File: config.mk
export PLATFORM = sky130hd
export DESIGN_NAME = fifo_burst_arbiter
export DESIGN_NICKNAME = d
export VERILOG_FILES = /design/src/rtl/fifo_burst_arbiter.sv
export SDC_FILE = /design/constraint.sdc
export NUM_CORES = 1
export LEC_CHECK = 0
export CORE_ASPECT_RATIO = 1.1
export CORE_MARGIN = 2
export CORE_UTILIZATION = 25
export DETAILED_ROUTE_END_ITERATION = 10
export PLACE_DENSITY = 0.66
export SETUP_SLACK_MARGIN = 0.2
export SYNTH_ARGS = -nofsm -noshare
export SYNTH_HDL_FRONTEND = slang
export SYNTH_SLANG_ARGS = --single-unit
File: constraint.sdc
create_clock -name clk -period 2.4 [get_ports clk]
set_input_delay 0.48 -clock clk [delete_from_list [all_inputs] [get_ports clk]]
set_output_delay 0.48 -clock clk [all_outputs]
set_load 0.01 [all_outputs]
File: src/rtl/fifo_burst_arbiter.sv
// Two-channel burst arbiter draining first-word-fall-through FIFOs into one stream.
// Round-robin on ties, bursts capped at MAX_BURST beats, with flush and burst counting.
module fifo_burst_arbiter #(
    parameter int unsigned DATA_WIDTH = 32,
    parameter int unsigned MAX_BURST  = 8,
    parameter int unsigned CNT_WIDTH  = 4
) (
    input  logic                  clk,
    input  logic                  reset,
    input  logic                  i_enable,
    input  logic                  i_flush,
    input  logic [DATA_WIDTH-1:0] i_ch0_data,
    input  logic                  i_ch0_empty,
    input  logic                  i_ch0_almost_empty,
    input  logic [DATA_WIDTH-1:0] i_ch1_data,
    input  logic                  i_ch1_empty,
    input  logic                  i_ch1_almost_empty,
    output logic                  o_ch0_read_enable,
    output logic                  o_ch1_read_enable,
    output logic [DATA_WIDTH-1:0] o_data,
    output logic                  o_valid,
    input  logic                  i_ready,
    output logic                  o_channel,
    output logic                  o_last,
    output logic                  o_busy,
    output logic [15:0]           o_burst_count
);

    localparam int unsigned BURST_CNT_WIDTH = 16;

    typedef enum logic [1:0] {
        IDLE   = 2'd0,
        GRANT0 = 2'd1,
        GRANT1 = 2'd2
    } state_t;

    state_t                     state, state_next;
    logic [CNT_WIDTH-1:0]       beat_count, beat_count_next;
    logic                       last_grant, last_grant_next;
    logic [BURST_CNT_WIDTH-1:0] burst_count, burst_count_next;

    logic                  sel_ch;
    logic                  sel_empty;
    logic                  sel_almost_empty;
    logic [DATA_WIDTH-1:0] sel_data;
    logic                  valid;
    logic                  last;
    logic                  read0;
    logic                  read1;
    logic                  transfer;
    logic                  go0;
    logic                  go1;

    // State, beat counter, round-robin pointer and burst counter
    always_ff @(posedge clk) begin
        if (reset) begin
            state       <= IDLE;
            beat_count  <= '0;
            last_grant  <= 1'b1;
            burst_count <= '0;
        end else begin
            state       <= state_next;
            beat_count  <= beat_count_next;
            last_grant  <= last_grant_next;
            burst_count <= burst_count_next;
        end
    end

    // Beat datapath and next-state decision
    always_comb begin
        state_next       = state;
        beat_count_next  = beat_count;
        last_grant_next  = last_grant;
        burst_count_next = burst_count;
        valid            = 1'b0;
        last             = 1'b0;
        read0            = 1'b0;
        read1            = 1'b0;

        sel_ch           = (state == GRANT1);
        sel_empty        = sel_ch ? i_ch1_empty        : i_ch0_empty;
        sel_almost_empty = sel_ch ? i_ch1_almost_empty : i_ch0_almost_empty;
        sel_data         = sel_ch ? i_ch1_data         : i_ch0_data;

        if ((state != IDLE) && !i_flush && !sel_empty) begin
            valid = 1'b1;
            last  = (beat_count == CNT_WIDTH'(MAX_BURST - 1)) || sel_almost_empty;
            read0 = !sel_ch && i_ready;
            read1 = sel_ch && i_ready;
        end
        transfer = valid && i_ready;

        // On a tie the channel that did not win last time is granted
        go0 = !i_ch0_empty && (i_ch1_empty || last_grant);
        go1 = !i_ch1_empty && (i_ch0_empty || !last_grant);

        if (i_flush) begin
            state_next      = IDLE;
            beat_count_next = '0;
            last_grant_next = 1'b1;
        end else begin
            unique case (state)
                IDLE: begin
                    if (i_enable && go0) begin
                        state_next      = GRANT0;
                        last_grant_next = 1'b0;
                        beat_count_next = '0;
                    end else if (i_enable && go1) begin
                        state_next      = GRANT1;
                        last_grant_next = 1'b1;
                        beat_count_next = '0;
                    end
                end
                GRANT0, GRANT1: begin
                    if (sel_empty) begin
                        state_next = IDLE;
                    end else if (transfer) begin
                        beat_count_next = beat_count + CNT_WIDTH'(1);
                        if (last) begin
                            state_next       = IDLE;
                            burst_count_next = burst_count + BURST_CNT_WIDTH'(1);
                        end
                    end
                end
                default: state_next = IDLE;
            endcase
        end
    end

    // Outputs are held at zero while reset is asserted
    always_comb begin
        o_valid           = !reset && valid;
        o_last            = !reset && last;
        o_ch0_read_enable = !reset && read0;
        o_ch1_read_enable = !reset && read1;
        o_data            = (!reset && valid) ? sel_data : '0;
        o_busy            = !reset && (state != IDLE);
        o_channel         = !reset && (state == GRANT1);
        o_burst_count     = reset ? '0 : burst_count;
    end

endmodule

==> metrics.txt, run 1 <==
status complete, but fails checks; failing checks DRC; Crit Path Max Fanout 6; clk_skew 0.002859 ns; RSZ-0062 raised after global routing true; worst hold slack slightly below 0.5 ns; Power Density about 230 nW/µm²; CTS H-Tree Depth 1; Netlist cell types 38; clock transition at the registers of the reported paths 0.08 ns; mapped cell area 1846 µm²; hold_buf cts 0; Post-synth EDFFs 0; drt total wl 7449 µm; Cells after Synth 231; Crit. Startpoint i_flush; Clk Tree Root Cell clkbuf_8; DRT Pass-1 Iters 7; worst r2r src state[0]; Min-Delay Startpoint burst_count[15]; DRC viols 2; final count of pins violating max slew 0; layout cell share with drive strength beyond 1 0.3708; num rows 32; crit path kind primary input to output port; grt total ovfl 0; first-pass GRT wire length approximately 11000 µm; P&R area growth vs syn 117.2%; fill count 635; die width ~86 µm; total core area 7087 µm²; Arrival @ worst endpoint 1.84 ns; Avg Inst Size Synth 7.989 µm²; register area share after synthesis 0.2495; ys async rst share 0; # clock sinks 23; vias in the first global route around 2200; starting density of the core 0.2604; crit start category primary input; port buffer count 126; final net count 470; DR iter-0 viols 65; final hold violation count 0; Pleak 1.492 nW; initial antenna violation count 0; num ports about 130; WL/cell around 16 µm; ANT cells 0; worst-margin pin slew about 0.39 ns; Peak VDD IR between 0.0001 and 0.00015 V; final RePlAce weighted congestion 0.7576; largest net degree at the start of global routing 18; Setup violations, final 0; fin crit share 0.9665; Clock Latency Late Sink 0.27 ns; die height 94.11 µm; post-DP HPWL 5370 µm; Net Count, Synth between 300 and 400; Relative slew margins 0.7351; DR vias 2345; clk buf depth 2; cell area after placement 3361 µm²; area of the multi-input gates approximately 1700 µm²; Antenna Violating Nets Remaining 0; Synth Flop Type dfxtp_1; Req. time, crit path 1.92 ns; Yosys warnings 0; number of synthesized register bits 23; crit path time final 2.320 ns; Register Area 462.9 µm²; maxcap violations 0; CTS buffer count 3; worst hold path type flop to flop; GRT Util Overall 0.1681; Fmax achieved ~0.43 GHz; CTS tree done; fin area 4008 µm²; Die Footprint 8086 µm²; DR vias/cell 4.926; Worst setup EP type output port
-- routing by layer --
metal	vias up	track usage	wire length, µm	share of wire
met3	7	0.04394	799	0.11
met5	-	0	0	0
met2	112	0.3017	3814	0.51
li1	1146	-	-	-
met4	0	0.03836	90	0.012
met1	1080	0.1981	2744	0.37
-- power by group --
part / switching [W] / internal [W]
clock: 0.000133 / 0.000116
combinational: 0.000109 / 0.000183
sequential: 0.00000128 / 0.000383
-- placed cells by master (no fill, tap or decap), drive strengths merged, types with 4 or more instances in the layout --
cell / Yosys / final
clkdlybuf4s50: 0 / 86
buf: 6 / 74
nor2: 49 / 49
mux2i: 35 / 35
dfxtp: 23 / 23
nor2b: 17 / 17
a21oi: 11 / 11
nand2: 9 / 9
mux2: 7 / 7
o21ai: 6 / 6
nand3: 6 / 6
nor3: 5 / 5
nand4: 5 / 5
or4: 5 / 5
inv: 5 / 5
o31ai: 5 / 5
clkbuf: 6 / 5
ha: 5 / 5
or3: 4 / 4
-- stage by stage --
| step | power (W) | cells | setup slack, ns | TNS [ns] | utilization |
|---|---|---|---|---|---|
| detailed placement | 0.0006265 | 452 | -0.3433 | -10.04 | 0.4742 |
| floorplan | 0.0004623 | 231 | 0.3050 | 0 | - |
| global placement | 0.0006252 | 452 | -0.3055 | -9.115 | 0.4742 |
| CTS | 0.0009071 | 472 | 0.1239 | 0 | 0.5131 |
| finish | 0.0009252 | 476 | 0.08037 | 0 | 0.5655 |
| global route | 0.0009663 | 476 | 0.04816 | 0 | 0.5655 |
-- synth_stat cells (4+ instances only) --
library cell,count,area share
o21ai_0,5,0.014
o31ai_1,5,0.020
nor3_1,5,0.014
ha_1,5,0.034
mux2_1,5,0.031
nor2b_1,17,0.058
nand4_1,5,0.017
or3_1,4,0.014
nand2_1,9,0.018
inv_1,5,0.010
dfxtp_1,23,0.25
a21oi_1,11,0.030
clkbuf_1,6,0.012
mux2i_1,34,0.18
nor2_1,49,0.10
or4_1,5,0.020
nand3_1,6,0.016
-- logic make-up after synthesis --
logic type,synth area share
adder cells (fa/ha/maj),0.03390
AO/OA/AOI/OAI,0.1071
XOR/XNOR,0.01424
multiplexers,0.2414
flip-flops,0.2495
AND/OR/NAND/NOR,0.3125
buffers and inverters,0.04135
-- flip-flops by register name, indices dropped and copies added, names as in the netlist --
name         cells
burst_count     16
state            2
beat_count       4
last_grant       1
-- worst max-delay path: stages --
cell and delay [ns]:
clkdlybuf4s50_1 0.45, nor2_1 0.16, nand3b_1 0.18, buf_6 0.19
clkbuf_16 0.16, nor2_1 0.07, buf_2 0.14
-- path summary, 6_finish.rpt --
check | endpoint | slack (ns) | depth (start not counted)
min | burst_count[15] | 0.49 | 2
min reg2reg | burst_count[15] | 0.49 | 2
max | o_data[28] | 0.08 | 7
max reg2reg | burst_count[9] | 0.16 | 10
-- timing repair --
action,4_1_cts,5_1_grt
endpoints found under the setup margin,69,52
resized for setup,198,77
pin swaps,22,33
gates cloned,3,1
buffers inserted,13,3
-- area by class of cell --
cell class	count	share of cell area
multi-input combinational	192	0.4152
inverter	5	0.004683
tap	85	0.02654
clock inverter	1	0.001249
clock buffer	3	0.01030
sequential	23	0.1155
timing repair buffer	167	0.4265
No activity file was read; power rests on OpenSTA's default activity.
==> inputs of run 2 (changes only) <==
TNS_END_PERCENT = 1   (was default)
==> metrics.txt, run 2 (synthesized netlist as in run 1, its figures left out) <==
Arrival @ worst endpoint 1.84 ns; final hold violation count 0; total core area 7087 µm²; Die Footprint 8086 µm²; DRT Pass-1 Iters 7; clk buf depth 2; DRC viols 2; Crit Path Max Fanout 6; Worst setup EP type output port; crit start category primary input; final net count 468; CTS buffer count 3; DR iter-0 viols 58; grt total ovfl 0; number of flip-flops in the largest register 16; crit path kind primary input to output port; met3 Track Usage GR 0.04745; P&R area growth vs syn 108.3%; num ports 127; crit path time final between 2 and 2.5 ns; drt total wl 7324 µm; final count of pins violating max slew 0; met2 Use GR 0.2855; worst hold slack 0.4910 ns; register name with the most flops burst_count; failing checks DRC; RSZ-0062 raised after global routing true; num rows 32; met1 GRT Util 0.1827; largest registers burst_count: 16 flops, beat_count: 4 flops, state: 2 flops; # clock sinks 23; clock transition at the registers of the reported paths 0.08 ns; Clk Tree Root Cell clkbuf_8; fill count 660; Power Density 238.6 nW/µm²; most frequent cells in the layout clkdlybuf4s50_1, mux2i_1, nor2_1, buf_4; status complete, but fails checks; initial antenna violation count 0; DR vias/cell 4.951; port buffer count 126; cell area after placement 3361 µm²; area of the multi-input gates 1595 µm²; Register Area 462.9 µm²; clk_skew 0.004994 ns; commonest non-fill, non-tap cell in the layout clkdlybuf4s50_1; layout cell share with drive strength beyond 1 0.3239; fin area 3844 µm²; largest net degree at the start of global routing 35; Relative slew margins 0.7218; die width 85.92 µm; WL/cell 15.45 µm; die height 94.11 µm; worst hold path type flop to flop; Fmax achieved 0.4306 GHz; gr busiest metal met2; CTS H-Tree Depth 1; Req. time, crit path ~1.9 ns; GRT Util Overall 0.1600; worst-margin pin slew 0.4068 ns; DR vias about 2300; hold_buf cts 0; Setup violations, final 0; Clock Latency Late Sink 0.27 ns; maxcap violations 0; CTS tree done; vias in the first global route 2173; final RePlAce weighted congestion between 0.7 and 0.8; first-pass GRT wire length 10190 µm; Antenna Violating Nets Remaining 0; ANT cells 0; Pleak 1.452 nW; fin crit share 0.9677; starting density of the core 0.2604; post-DP HPWL 5370 µm; Peak VDD IR around 0.0001 V
==> run 2: changes by cell type in the layout (fill, tap and decap cells not counted), moves of 3 or more <==
cell	change
buf_6	-9
a21oi_2	-4
nor2_4	-6
nor3_1	+4
buf_2	+8
mux2i_4	+3
a21oi_1	+4
nor3_2	-4
mux2i_2	-3
nor2_2	+5
==> run 2: timing repair <==
item | in CTS | in global routing
cloned | 1 | 2
resized for setup | 171 | 69
setup buffers | 11 | 4
pin swaps | 10 | 21
endpoints found under the setup margin | 69 | 59
==> run 2: area by class of cell <==
type | instances | share of cell area
Clock buffer | 3 | 0.01074
Clock inverter | 1 | 0.001302
Inverter | 5 | 0.004883
Multi-Input combinational cell | 192 | 0.4150
Sequential cell | 23 | 0.1204
Tap cell | 85 | 0.02767
Timing Repair Buffer | 165 | 0.4199
==> run 2: report_power, final <==
part,switching (W),total [W],internal (W),leakage [nW]
Combinational,0.000107,0.000283,0.000177,1.24
Clock,0.000133,0.000249,0.000116,0.0255
Sequential,0.00000125,0.000384,0.000383,0.186
Total,0.000241,0.000917,0.000676,1.45
==> run 2: metrics by stage <==
step            power, W  setup TNS, ns  worst slack [ns]  cells  utilization
3_5_place_dp   0.0006265         -10.04           -0.3433    452       0.4742
5_1_grt        0.0009573              0           0.03700    474       0.5424
6_report       0.0009170              0           0.07751    474       0.5424
2_1_floorplan  0.0004623              0            0.3050    231            -
3_3_place_gp   0.0006252         -9.115           -0.3055    452       0.4742
4_1_cts        0.0008864              0            0.1226    468       0.4898
==> run 2: metal layers <==
| metal | routed length [µm] | part of all wire |
|---|---|---|
| met2 | 3762 | 0.51 |
| met1 | 2782 | 0.38 |
| met4 | 56 | 0.0076 |
| met5 | 0 | 0 |
| met3 | 723 | 0.099 |
==> run 2: worst paths after layout <==
| path | start | to | slack [ns] | cells after the start |
|---|---|---|---|---|
| worst max-delay path | i_flush | o_data[28] | 0.08 | 7 |
| worst min-delay path | burst_count[14] | burst_count[14] | 0.49 | 2 |
| worst max register to register | state[0] | burst_count[11] | 0.17 | 9 |
| worst min register to register | burst_count[14] | burst_count[14] | 0.49 | 2 |
==> run 2: critical path: stages <==
cell and delay (ns):
clkdlybuf4s50_1 0.45, nor2_1 0.15, nand3b_1 0.18, buf_6 0.19
clkbuf_16 0.16, nor2_1 0.08, buf_2 0.14
==> inputs of run 3 (changes only) <==
clock period = 2.7 ns   (was 2.4 ns; I/O delays follow)
==> metrics.txt, run 3 (synthesized netlist as in run 1, its figures left out) <==
CP top delay family buffers and inverters; fill count 726; crit path time final ~2.5 ns; DR vias 2167; final count of pins violating max slew 0; ANT cells 0; Setup violations, final 0; clock transition at the registers of the reported paths roughly 0.080 ns; crit start category flop; WL/cell 13.87 µm; fin crit share 0.9196; crit-path cells inv_2 > ha_4 > mux2i_4 > nand3b_1 > buf_12 > buf_12 > nor2_1 > dlygate4sd2_1; # clock sinks 23; drt total wl about 6300 µm; Reg2Reg Setup Slack 0.43 ns; RSZ-0062 raised after global routing true; Worst Reg-to-Reg Cells 9; largest registers burst_count: 16 flops, beat_count: 4 flops, state: 2 flops; WHS Endpoint burst_count[15]; port buffer count roughly 130; r2r endpoint burst_count[3]; final RePlAce weighted congestion 0.7962; vias in the first global route 2112; die width ~86 µm; total core area 7087 µm²; largest net degree at the start of global routing 35; initial antenna violation count 0; num rows 32; DR iter-0 viols 58; Pleak 1.352 nW; GRT Util Overall 0.1524; Core Util, Final 0.4756; area of the multi-input gates 1336 µm²; CTS H-Tree Depth 1; crit path kind flop to output port; most frequent CP cell buf_12; Slowest-stage cell, CP dfxtp_1; worst r2r src state[1]; grt total ovfl 0; Min-Delay Startpoint burst_count[15]; met2 Use GR 0.2681; Antenna Violating Nets Remaining 0; Clock Latency Late Sink 0.27 ns; DRC viols 2; hold path cells 2; clk buf depth 2; num ports 127; starting density of the core 0.2604; post-CTS setup buffer count 0; Crit Path Max Fanout 27; Worst Path Buf+Inv 4; CTS buffer count 3; Worst setup EP type output port; Relative slew margins 0.6730; worst-margin pin slew slightly below 0.5 ns; Fmax achieved around 0.40 GHz; setup TNS 0 ns; Clk Tree Root Cell clkbuf_8; Register Area between 400 and 500 µm²; met3 Track Usage GR 0.04569; DR vias/cell 4.794; worst hold path type flop to flop; final net count 446; clk_skew approximately 0.0080 ns; P&R area growth vs syn 82.64%; met1 GRT Util 0.1796; slowest stage delay, CP roughly 0.33 ns; register name with the most flops burst_count; first-pass GRT wire length 9867 µm; Worst Slack Setup Final 0.2172 ns; layout cell share with drive strength beyond 1 0.09264; failing checks DRC; DRT Pass-1 Iters 7; maxcap violations 0; Arrival @ worst endpoint 1.94 ns; commonest non-fill, non-tap cell in the layout clkdlybuf4s50_1; number of flip-flops in the largest register 16; Power Density 226.3 nW/µm²; most frequent cells in the layout clkdlybuf4s50_1, nor2_1, mux2i_1; Peak VDD IR 0.0001409 V; gr busiest metal met2; post-DP HPWL 5415 µm; status complete, but fails checks; die height 94.11 µm; Placement Setup Slack -0.1543 ns; Req. time, crit path approximately 2.2 ns; total power 0.0007627 W; final hold violation count 0; worst hold slack between 0.4 and 0.5 ns; Die Footprint 8086 µm²; CTS tree done
## run 3: power breakdown
| group | internal (W) | switching [W] | total, W |
|---|---|---|---|
| sequential | 0.000340 | 0.00000126 | 0.000342 |
| clock | 0.000103 | 0.000116 | 0.000220 |
| combinational | 0.000134 | 0.0000674 | 0.000202 |
## run 3: how the worst max path moves through the flow
stage,startpoint,to,depth (start not counted)
after global routing,state[0],o_data[17],8
after floorplan,state[0],o_data[10],6
after detailed placement,reset,o_data[12],7
after global placement,reset,o_data[3],7
after CTS,i_flush,o_ch1_read_enable,5
final,state[0],o_data[17],8
## run 3: per-stage QoR
step / std cells / cell area, µm²
final: 452 / 3371
after CTS: 452 / 3368
after floorplan: 231 / 1846
after detailed placement: 448 / 3331
after global placement: 448 / 3331
after global routing: 452 / 3371
## run 3: worst min-delay path, stage by stage (launching register included)
cell	delay (ns)
dfxtp_1	0.32
o31ai_1	0.06
a21oi_1	0.06
## run 3: metal layers
metal / wire, µm / part of all wire / vias to the layer above
li1: - / - / 1090
met2: 3032 / 0.48 / 111
met3: 729 / 0.12 / 6
met4: 63 / 0.010 / 0
met1: 2444 / 0.39 / 960
met5: 0 / 0 / -
## run 3: repair_timing
| action | 4_1_cts | 5_1_grt |
|---|---|---|
| pin swaps | 2 | 0 |
| hold buffers | 0 | 0 |
| resized for setup | 52 | 1 |
| endpoints found under the hold margin | 0 | 0 |
| endpoints found under the setup margin | 54 | 25 |
## run 3: cell type report
cell class	instances	area share
multi-input cells	191	0.3964
clock inverters	1	0.001485
well taps	85	0.03155
inverters	5	0.005568
flip-flops and latches	23	0.1370
repair buffers	144	0.4157
clock buffers	3	0.01225
